[config.mk]
export PLATFORM = sky130hd
export DESIGN_NAME = prm_edge_sched_flat
export DESIGN_NICKNAME = d
export VERILOG_FILES = /design/src/rtl/prm_edge_sched_if.sv /design/src/rtl/prm_edge_sched.sv /design/src/flat_wrapper.sv
export SDC_FILE = /design/constraint.sdc
export NUM_CORES = 1
export LEC_CHECK = 0
export CORE_UTILIZATION = 54
export CTS_CLUSTER_SIZE = 20
export DETAILED_ROUTE_END_ITERATION = 12
export PLACE_DENSITY = 0.77
export SYNTH_ARGS = -nofsm -noshare
export SYNTH_HDL_FRONTEND = slang
export SYNTH_SLANG_ARGS = --single-unit
export TNS_END_PERCENT = 100
[constraint.sdc]
create_clock -name clk -period 3.65 [get_ports clk]
set_input_delay 0.9125 -clock clk [delete_from_list [all_inputs] [get_ports clk]]
set_output_delay 0.9125 -clock clk [all_outputs]
set_load 0.01 [all_outputs]
[src/rtl/prm_edge_sched_if.sv]
// Host-side handshakes of prm_edge_sched: the obstacle-code request and the collision-word stream.
// The block uses the slave modport; the host or planner uses master.
interface prm_edge_sched_if #(
    parameter int unsigned WORD_W = 32
);
    logic              code_valid;
    logic              code_ready;
    logic [14:0]       code;
    logic              out_valid;
    logic              out_ready;
    logic [WORD_W-1:0] out_data;
    logic              out_last;
    logic              done;

    modport master (
        output code_valid, code, out_ready,
        input  code_ready, out_valid, out_data, out_last, done
    );

    modport slave (
        input  code_valid, code, out_ready,
        output code_ready, out_valid, out_data, out_last, done
    );
endinterface

[src/rtl/prm_edge_sched.sv]
// PRM collision-sweep sequencer: issues every edge to the checker bank and packs results into words.
// Optional blocked-edge counter enabled by defining PRM_SCHED_BLKCNT_EN.
module prm_edge_sched #(
    parameter int unsigned NUM_EDGES = 256,
    parameter int unsigned WORD_W    = 32,
    parameter int unsigned CHK_LAT   = 2,
    parameter int unsigned EW        = $clog2(NUM_EDGES)
) (
    input  logic            clk,
    input  logic            rst,
    prm_edge_sched_if.slave host,
    output logic            chk_valid,
    output logic [EW-1:0]   chk_sel,
    output logic [14:0]     chk_code,
    input  logic            chk_mask,
    output logic [EW:0]     blocked_cnt
);
    localparam int unsigned   PW       = $clog2(WORD_W);
    localparam logic [EW-1:0] LastEdge = EW'(NUM_EDGES - 1);
    localparam logic [PW-1:0] LastPos  = PW'(WORD_W - 1);

    typedef enum logic [1:0] {StIdle, StSweep, StDrain} state_e;
    state_e state_q, state_d;

    logic [EW-1:0] idx_q;
    logic [PW-1:0] iss_pos_q;
    logic [14:0]   code_q;
    logic [1:0]    open_q;
    logic          done_q;

    logic [CHK_LAT-1:0] pipe_vld_q;
    logic [CHK_LAT-1:0] pipe_eow_q;
    logic [CHK_LAT-1:0] pipe_last_q;
    logic [PW-1:0]      pipe_pos_q [CHK_LAT];
    logic [WORD_W-1:0]  acc_q;

    logic [WORD_W-1:0] fifo_data_q [2];
    logic [1:0]        fifo_last_q;
    logic              fifo_wr_q;
    logic              fifo_rd_q;
    logic [1:0]        fifo_cnt_q;

    logic              code_ready;
    logic              accept;
    logic              room;
    logic              last_issue;
    logic              open_inc;
    logic              cap_vld;
    logic              cap_eow;
    logic              cap_last;
    logic [PW-1:0]     cap_pos;
    logic [WORD_W-1:0] acc_ins;
    logic              push;
    logic              pop;
    logic              out_valid;
    logic              out_last;
    logic              last_pop;

    // A new word may only start if the FIFO plus words still being filled leave a free slot.
    assign room       = ({1'b0, fifo_cnt_q} + {1'b0, open_q}) < 3'd2;
    assign accept     = code_ready & host.code_valid;
    assign last_issue = chk_valid & (idx_q == LastEdge);
    assign open_inc   = chk_valid & (iss_pos_q == '0);

    // FSM: state register
    always_ff @(posedge clk) begin
        if (rst) begin
            state_q <= StIdle;
        end else begin
            state_q <= state_d;
        end
    end

    // FSM: next state
    always_comb begin
        state_d = state_q;
        unique case (state_q)
            StIdle:  if (host.code_valid) state_d = StSweep;
            StSweep: if (last_issue) state_d = StDrain;
            StDrain: if (last_pop) state_d = StIdle;
            default: state_d = StIdle;
        endcase
    end

    // FSM: outputs
    always_comb begin
        code_ready = 1'b0;
        chk_valid  = 1'b0;
        unique case (state_q)
            StIdle:  code_ready = 1'b1;
            StSweep: chk_valid = (iss_pos_q != '0) | room;
            default: ;
        endcase
    end

    // Issue index, word position and latched obstacle code
    always_ff @(posedge clk) begin
        if (rst) begin
            idx_q     <= '0;
            iss_pos_q <= '0;
            code_q    <= '0;
        end else if (accept) begin
            idx_q     <= '0;
            iss_pos_q <= '0;
            code_q    <= host.code;
        end else if (chk_valid) begin
            if (!last_issue) idx_q <= idx_q + EW'(1);
            iss_pos_q <= (iss_pos_q == LastPos) ? '0 : iss_pos_q + PW'(1);
        end
    end

    // Delay line aligning issue metadata with the checker result
    always_ff @(posedge clk) begin
        if (rst) begin
            pipe_vld_q  <= '0;
            pipe_eow_q  <= '0;
            pipe_last_q <= '0;
            for (int k = 0; k < int'(CHK_LAT); k++) pipe_pos_q[k] <= '0;
        end else begin
            pipe_vld_q[0]  <= chk_valid;
            pipe_eow_q[0]  <= chk_valid & ((iss_pos_q == LastPos) | last_issue);
            pipe_last_q[0] <= last_issue;
            pipe_pos_q[0]  <= iss_pos_q;
            for (int k = 1; k < int'(CHK_LAT); k++) begin
                pipe_vld_q[k]  <= pipe_vld_q[k-1];
                pipe_eow_q[k]  <= pipe_eow_q[k-1];
                pipe_last_q[k] <= pipe_last_q[k-1];
                pipe_pos_q[k]  <= pipe_pos_q[k-1];
            end
        end
    end

    assign cap_vld  = pipe_vld_q[CHK_LAT-1];
    assign cap_eow  = pipe_eow_q[CHK_LAT-1];
    assign cap_last = pipe_last_q[CHK_LAT-1];
    assign cap_pos  = pipe_pos_q[CHK_LAT-1];
    assign acc_ins  = acc_q | (WORD_W'(chk_mask) << cap_pos);
    assign push     = cap_vld & cap_eow;

    // Accumulator restarts from zero so a partial final word has clean high bits
    always_ff @(posedge clk) begin
        if (rst) begin
            acc_q <= '0;
        end else if (cap_vld) begin
            acc_q <= cap_eow ? '0 : acc_ins;
        end
    end

    always_ff @(posedge clk) begin
        if (rst) begin
            open_q <= '0;
        end else if (open_inc && !push) begin
            open_q <= open_q + 2'd1;
        end else if (!open_inc && push) begin
            open_q <= open_q - 2'd1;
        end
    end

    // Two-entry fall-through output FIFO
    assign out_valid = (fifo_cnt_q != 2'd0);
    assign pop       = out_valid & host.out_ready;
    assign out_last  = out_valid & fifo_last_q[fifo_rd_q];
    assign last_pop  = pop & out_last;

    always_ff @(posedge clk) begin
        if (rst) begin
            fifo_data_q[0] <= '0;
            fifo_data_q[1] <= '0;
            fifo_last_q    <= '0;
            fifo_wr_q      <= 1'b0;
            fifo_rd_q      <= 1'b0;
            fifo_cnt_q     <= '0;
        end else begin
            if (push) begin
                fifo_data_q[fifo_wr_q] <= acc_ins;
                fifo_last_q[fifo_wr_q] <= cap_last;
                fifo_wr_q              <= ~fifo_wr_q;
            end
            if (pop) fifo_rd_q <= ~fifo_rd_q;
            fifo_cnt_q <= fifo_cnt_q + 2'(push) - 2'(pop);
        end
    end

    always_ff @(posedge clk) begin
        if (rst) begin
            done_q <= 1'b0;
        end else begin
            done_q <= last_pop;
        end
    end

`ifdef PRM_SCHED_BLKCNT_EN
    logic [EW:0] blk_q;

    always_ff @(posedge clk) begin
        if (rst) begin
            blk_q <= '0;
        end else if (accept) begin
            blk_q <= '0;
        end else if (cap_vld && chk_mask) begin
            blk_q <= blk_q + (EW+1)'(1);
        end
    end

    assign blocked_cnt = blk_q;
`else
    assign blocked_cnt = '0;
`endif

    assign host.code_ready = code_ready;
    assign host.out_valid  = out_valid;
    assign host.out_data   = out_valid ? fifo_data_q[fifo_rd_q] : '0;
    assign host.out_last   = out_last;
    assign host.done       = done_q;
    assign chk_sel         = idx_q;
    assign chk_code        = code_q;

endmodule
[src/flat_wrapper.sv]
// flat-port wrapper written by rule: the top's interface ports become plain ports
module prm_edge_sched_flat 
#(
    parameter int unsigned NUM_EDGES = 256,
    parameter int unsigned WORD_W    = 32,
    parameter int unsigned CHK_LAT   = 2,
    parameter int unsigned EW        = $clog2(NUM_EDGES)
)
  (clk, rst, chk_valid, chk_sel, chk_code, chk_mask, blocked_cnt, host_code_valid, host_code, host_out_ready, host_code_ready, host_out_valid, host_out_data, host_out_last, host_done);
  prm_edge_sched_if #(.WORD_W(WORD_W)) host_i ();
  input  logic clk;
  input  logic rst;
  output logic chk_valid;
  output logic [EW-1:0] chk_sel;
  output logic [14:0] chk_code;
  input  logic chk_mask;
  output logic [EW:0] blocked_cnt;
  input wire logic [$bits(host_i.code_valid)-1:0] host_code_valid;
  input wire logic [$bits(host_i.code)-1:0] host_code;
  input wire logic [$bits(host_i.out_ready)-1:0] host_out_ready;
  output wire logic [$bits(host_i.code_ready)-1:0] host_code_ready;
  output wire logic [$bits(host_i.out_valid)-1:0] host_out_valid;
  output wire logic [$bits(host_i.out_data)-1:0] host_out_data;
  output wire logic [$bits(host_i.out_last)-1:0] host_out_last;
  output wire logic [$bits(host_i.done)-1:0] host_done;
  assign host_i.code_valid = host_code_valid;
  assign host_i.code = host_code;
  assign host_i.out_ready = host_out_ready;
  assign host_code_ready = host_i.code_ready;
  assign host_out_valid = host_i.out_valid;
  assign host_out_data = host_i.out_data;
  assign host_out_last = host_i.out_last;
  assign host_done = host_i.done;
  prm_edge_sched #(.NUM_EDGES(NUM_EDGES), .WORD_W(WORD_W), .CHK_LAT(CHK_LAT), .EW(EW)) u_core (.clk(clk), .rst(rst), .host(host_i), .chk_valid(chk_valid), .chk_sel(chk_sel), .chk_code(chk_code), .chk_mask(chk_mask), .blocked_cnt(blocked_cnt));
endmodule
==> impl_results.md <==
* Worst Path Arrival at 2.54 ns
* Post-CTS Setup Bufs at 0
* Synth Area in Compound Gates at 9.48%
* Ys Warns at 0
* # setup viols final at 0
* Slew Limit Fails at 0
* Seq/Total Area, Yosys at 59.1%
* Synth area leaders: edfxtp_1 31%, dfxtp_1 28%, nor2_1 9.2%
* Setup Skew at 0.00738 ns
* Final-report hold violation count at 0
* Mux cell area share after synthesis at 5.62%
* GR Overflow Total at 0
* Dpl cells at 821
* # resized after CTS at 0
* Fmax at 290 MHz
* Post-synth EDFFs at 64
* Final Wtd Congestion at 0.802
* Sw Share at 23.8%
* CP endpoint kind: output pin
* Main flop type after synthesis: dfxtp_1
* Crit-path max FO at 22
* Initial antenna violation count at 0
* Fin crit share at 94.6%
* Avg Cell Area, Syn at 9.89 um^2
* Clk_lat worst skew at 0.41 ns
* Routed WL at 13.4 mm
* Vias per inst at 5.48
* N_diodes at 0
* Die W at 109 um
* Static Leak at 2.66 nW
* GRT Total Usage at 23.8%
* IO Port Bufs at 79
* Core ar. at 0.0110 mm^2
* FP Rows at 38
* Synth cell types at 46
* DP Worst Slack at 0.554 ns
* Flip-flop and latch count after synthesis at 152
* Initial DRC count at 278
* CTS root buf: clkbuf_16
* TritonCTS Sinks at 152
* Crit-path slowest cell: clkdlybuf4s50_1
* Minimum clock period at 3.45 ns
* Largest family of logic cells by synthesized area: simple AND/OR/NAND/NOR gates
* Die Span Y at 109 um
* Unrepaired setup endpoints after global routing: no
* Max IR drop VDD at 0.247 mV
* Crit path cell chain: inv_1, fa_1, nand2_1, a21o_2, inv_2, clkdlybuf4s50_1
* First-pass GRT wire length at 21.6 mm
* Setup TNS Final at 0 ns
* DRC Markers at 0
* Post-synth top area share at 30.8%
* Worst Tran Pin Value at 1.24 ns
* Hold buffers post-CTS at 0
* Comb pwr share at 12.6%
* Die footprint at 0.0120 mm^2
* P_int at 3.14 mW
* H-tree depth at 4
* Sequential Area at 0.00368 mm^2
* WL/cell at 15.7 um
* Largest net degree at the start of global routing at 41
* Status: complete, no violations
* Hpwl dp at 8.56 mm
* Ys async rst share at 0%
* Rel. slew slack at 17.6%
* Clock Power Share at 42.3%
* Drt pass-1 iters at 7
* Post-synthesis to final-layout area growth at 23.4%
* WS Path Type: reg2out
* NetSw at 0.983 mW
* Starting Density at 56.5%
* Synth Cell Area at 0.00623 mm^2
* Fill count at 843
* Simple-gate portion of the synthesized area at 18.8%
* Hold Path Class: reg2reg
* Synth Area in XOR/XNOR at 0.844%
* CTS tree: yes
* Fraction of layout instances using a drive strength above 1 at 6.73%
* Startpoint Class: flop
* Vias in the first global route at 4,598
* Area of the multi-input gates at 0.00232 mm^2
* Worst path max stage delay at 0.56 ns
* Number of max-cap violations at 0
* I/O pins at 89
* PD cells at 536 mW/mm^2
* Critical Path RT at 2.74 ns
* Flop pwr share at 45.1%
* Cell count after synthesis at 630
* Clock transition at path regs at 0.06 ns
* Final std cells w/o fill at 853
* Clock Path Buffers at 2
* Antenna-violating nets left at 0
* Final-stage net count at 728
* Total CTS buffers at 17
* Routed vias at 4,674
* PnR worst setup slack at 0.199 ns
* Post-synth top area cell: edfxtp_1
* Adder-cell share of the synthesized area at 1.73%
## layer usage
layer | up-vias | part of all wire (%) | wire, um | GRT usage (%)
li1 | 2268 | - | - | -
met1 | 2228 | 41 | 5530 | 27.5
met2 | 157 | 52 | 6950 | 42.9
met3 | 21 | 5.4 | 719 | 6.11
met4 | 0 | 1.7 | 227 | 8.29
met5 | - | 0 | 0 | 0
## power by group through the flow
stage	clock network, mW	logic (mW)	registers, mW
floorplan	0	0.311	1.89
global placement	0	0.505	1.89
detailed placement	0	0.520	1.89
CTS	1.76	0.525	1.86
global route	1.83	0.568	1.86
finish	1.74	0.518	1.86
## final timing paths
check | slack [ns] | from | endpoint | cells past startpoint
worst max-delay path | 0.20 | u_core.fifo_cnt_q[1]$_SDFF_PP0_ | chk_valid | 6
worst min-delay path | 0.44 | u_core.pipe_vld_q[0]$_SDFF_PP0_ | u_core.pipe_vld_q[1]$_SDFF_PP0_ | 1
worst max register to register | 1.03 | u_core.open_q[0]$_SDFFE_PP0P_ | u_core.open_q[1]$_SDFFE_PP0P_ | 9
worst min register to register | 0.44 | u_core.pipe_vld_q[0]$_SDFF_PP0_ | u_core.pipe_vld_q[1]$_SDFF_PP0_ | 1
## cell usage after synthesis, types with 2 or more instances
master and number:
a21o_1 2, a21oi_1 86, a31oi_1 5, and2_1 6
and3_1 2, buf_1 2, buf_2 10, buf_4 9
clkbuf_1 22, dfxtp_1 88, edfxtp_1 64, ha_1 7
inv_1 12, mux2i_1 35, nand2_1 45, nand2b_1 4
nand3_1 8, nand3b_1 3, nor2_1 153, nor2b_1 17
nor4_1 2, nor4b_2 2, o21ai_0 7, o21bai_1 2
o22ai_1 2, o31ai_1 2, or2_2 2, or3_1 7
or4_1 3, xnor2_1 3, xor2_1 3
## flip-flops by register name (all words and copies together), names as in the netlist, named ones only
| name | cells |
|---|---|
| u_core.fifo_data_q | 64 |
| u_core.state_q | 2 |
| u_core.pipe_vld_q | 2 |
| u_core.pipe_last_q | 2 |
| u_core.host.done | 1 |
| u_core.chk_sel | 8 |
| u_core.fifo_wr_q | 1 |
| u_core.pipe_pos_q | 10 |
| u_core.fifo_rd_q | 1 |
| u_core.pipe_eow_q | 2 |
| u_core.open_q | 2 |
| u_core.iss_pos_q | 5 |
| u_core.acc_q | 32 |
| u_core.chk_code | 15 |
| u_core.fifo_cnt_q | 2 |
| u_core.fifo_last_q | 2 |
## logic make-up (layout without fill, tap and decap cells)
group	count (synthesis)	after routing
multiplexers	35	35
XOR/XNOR	6	6
buffers and inverters	57	132
flip-flops	152	152
adder cells (fa/ha/maj)	8	8
other	1	9
AO/OA/AOI/OAI	110	110
AND/OR/NAND/NOR	261	261
## through the flow
step	utilization [%]	instance area [um^2]	total power, mW	hold WS, ns
floorplan	-	6260	2.20	0.414
global placement	64.4	7100	2.39	0.420
detailed placement	64.4	7100	2.41	0.420
CTS	69.7	7690	4.14	0.438
global route	69.7	7690	4.26	0.457
finish	69.7	7690	4.12	0.439
## layout make-up
type,count,share of cell area (%)
Clock buffer,20,5.68
Clock inverter,12,1.97
Inverter,13,0.635
Multi-Input combinational cell,429,30.1
Sequential cell,152,47.9
Tap cell,140,2.28
Timing Repair Buffer,87,11.4
## cell usage in the layout, fill, tap and decap left out, types with 3 or more instances in the layout
master           netlist  routed
nand2_1               45      45
clkdlybuf4s50_1        0      79
dfxtp_1               88      87
and2_1                 6       6
a31oi_1                5       5
ha_1                   7       7
buf_4                  9       6
clkbuf_16              0      17
nor2_1               153     152
a21oi_1               86      86
nor2b_1               17      17
xnor2_1                3       3
nand3b_1               3       3
nand3_1                8       8
o21ai_0                7       7
or3_1                  7       7
bufinv_16              0       3
mux2i_1               35      35
inv_1                 12      12
clkbuf_1              22       3
edfxtp_1              64      64
conb_1                 1       9
xor2_1                 3       3
nand2b_1               4       4
clkinvlp_4             0       4
or4_1                  3       3
## critical path: cells and delay by family (launching register included)
kind                     cells  cell delay (ns)
AO/OA/AOI/OAI                1             0.33
flip-flops                   1             0.36
adder cells (fa/ha/maj)      1             0.55
AND/OR/NAND/NOR              1             0.06
buffers and inverters        3             0.82
Note: power is estimated with default switching activity, not from simulation.
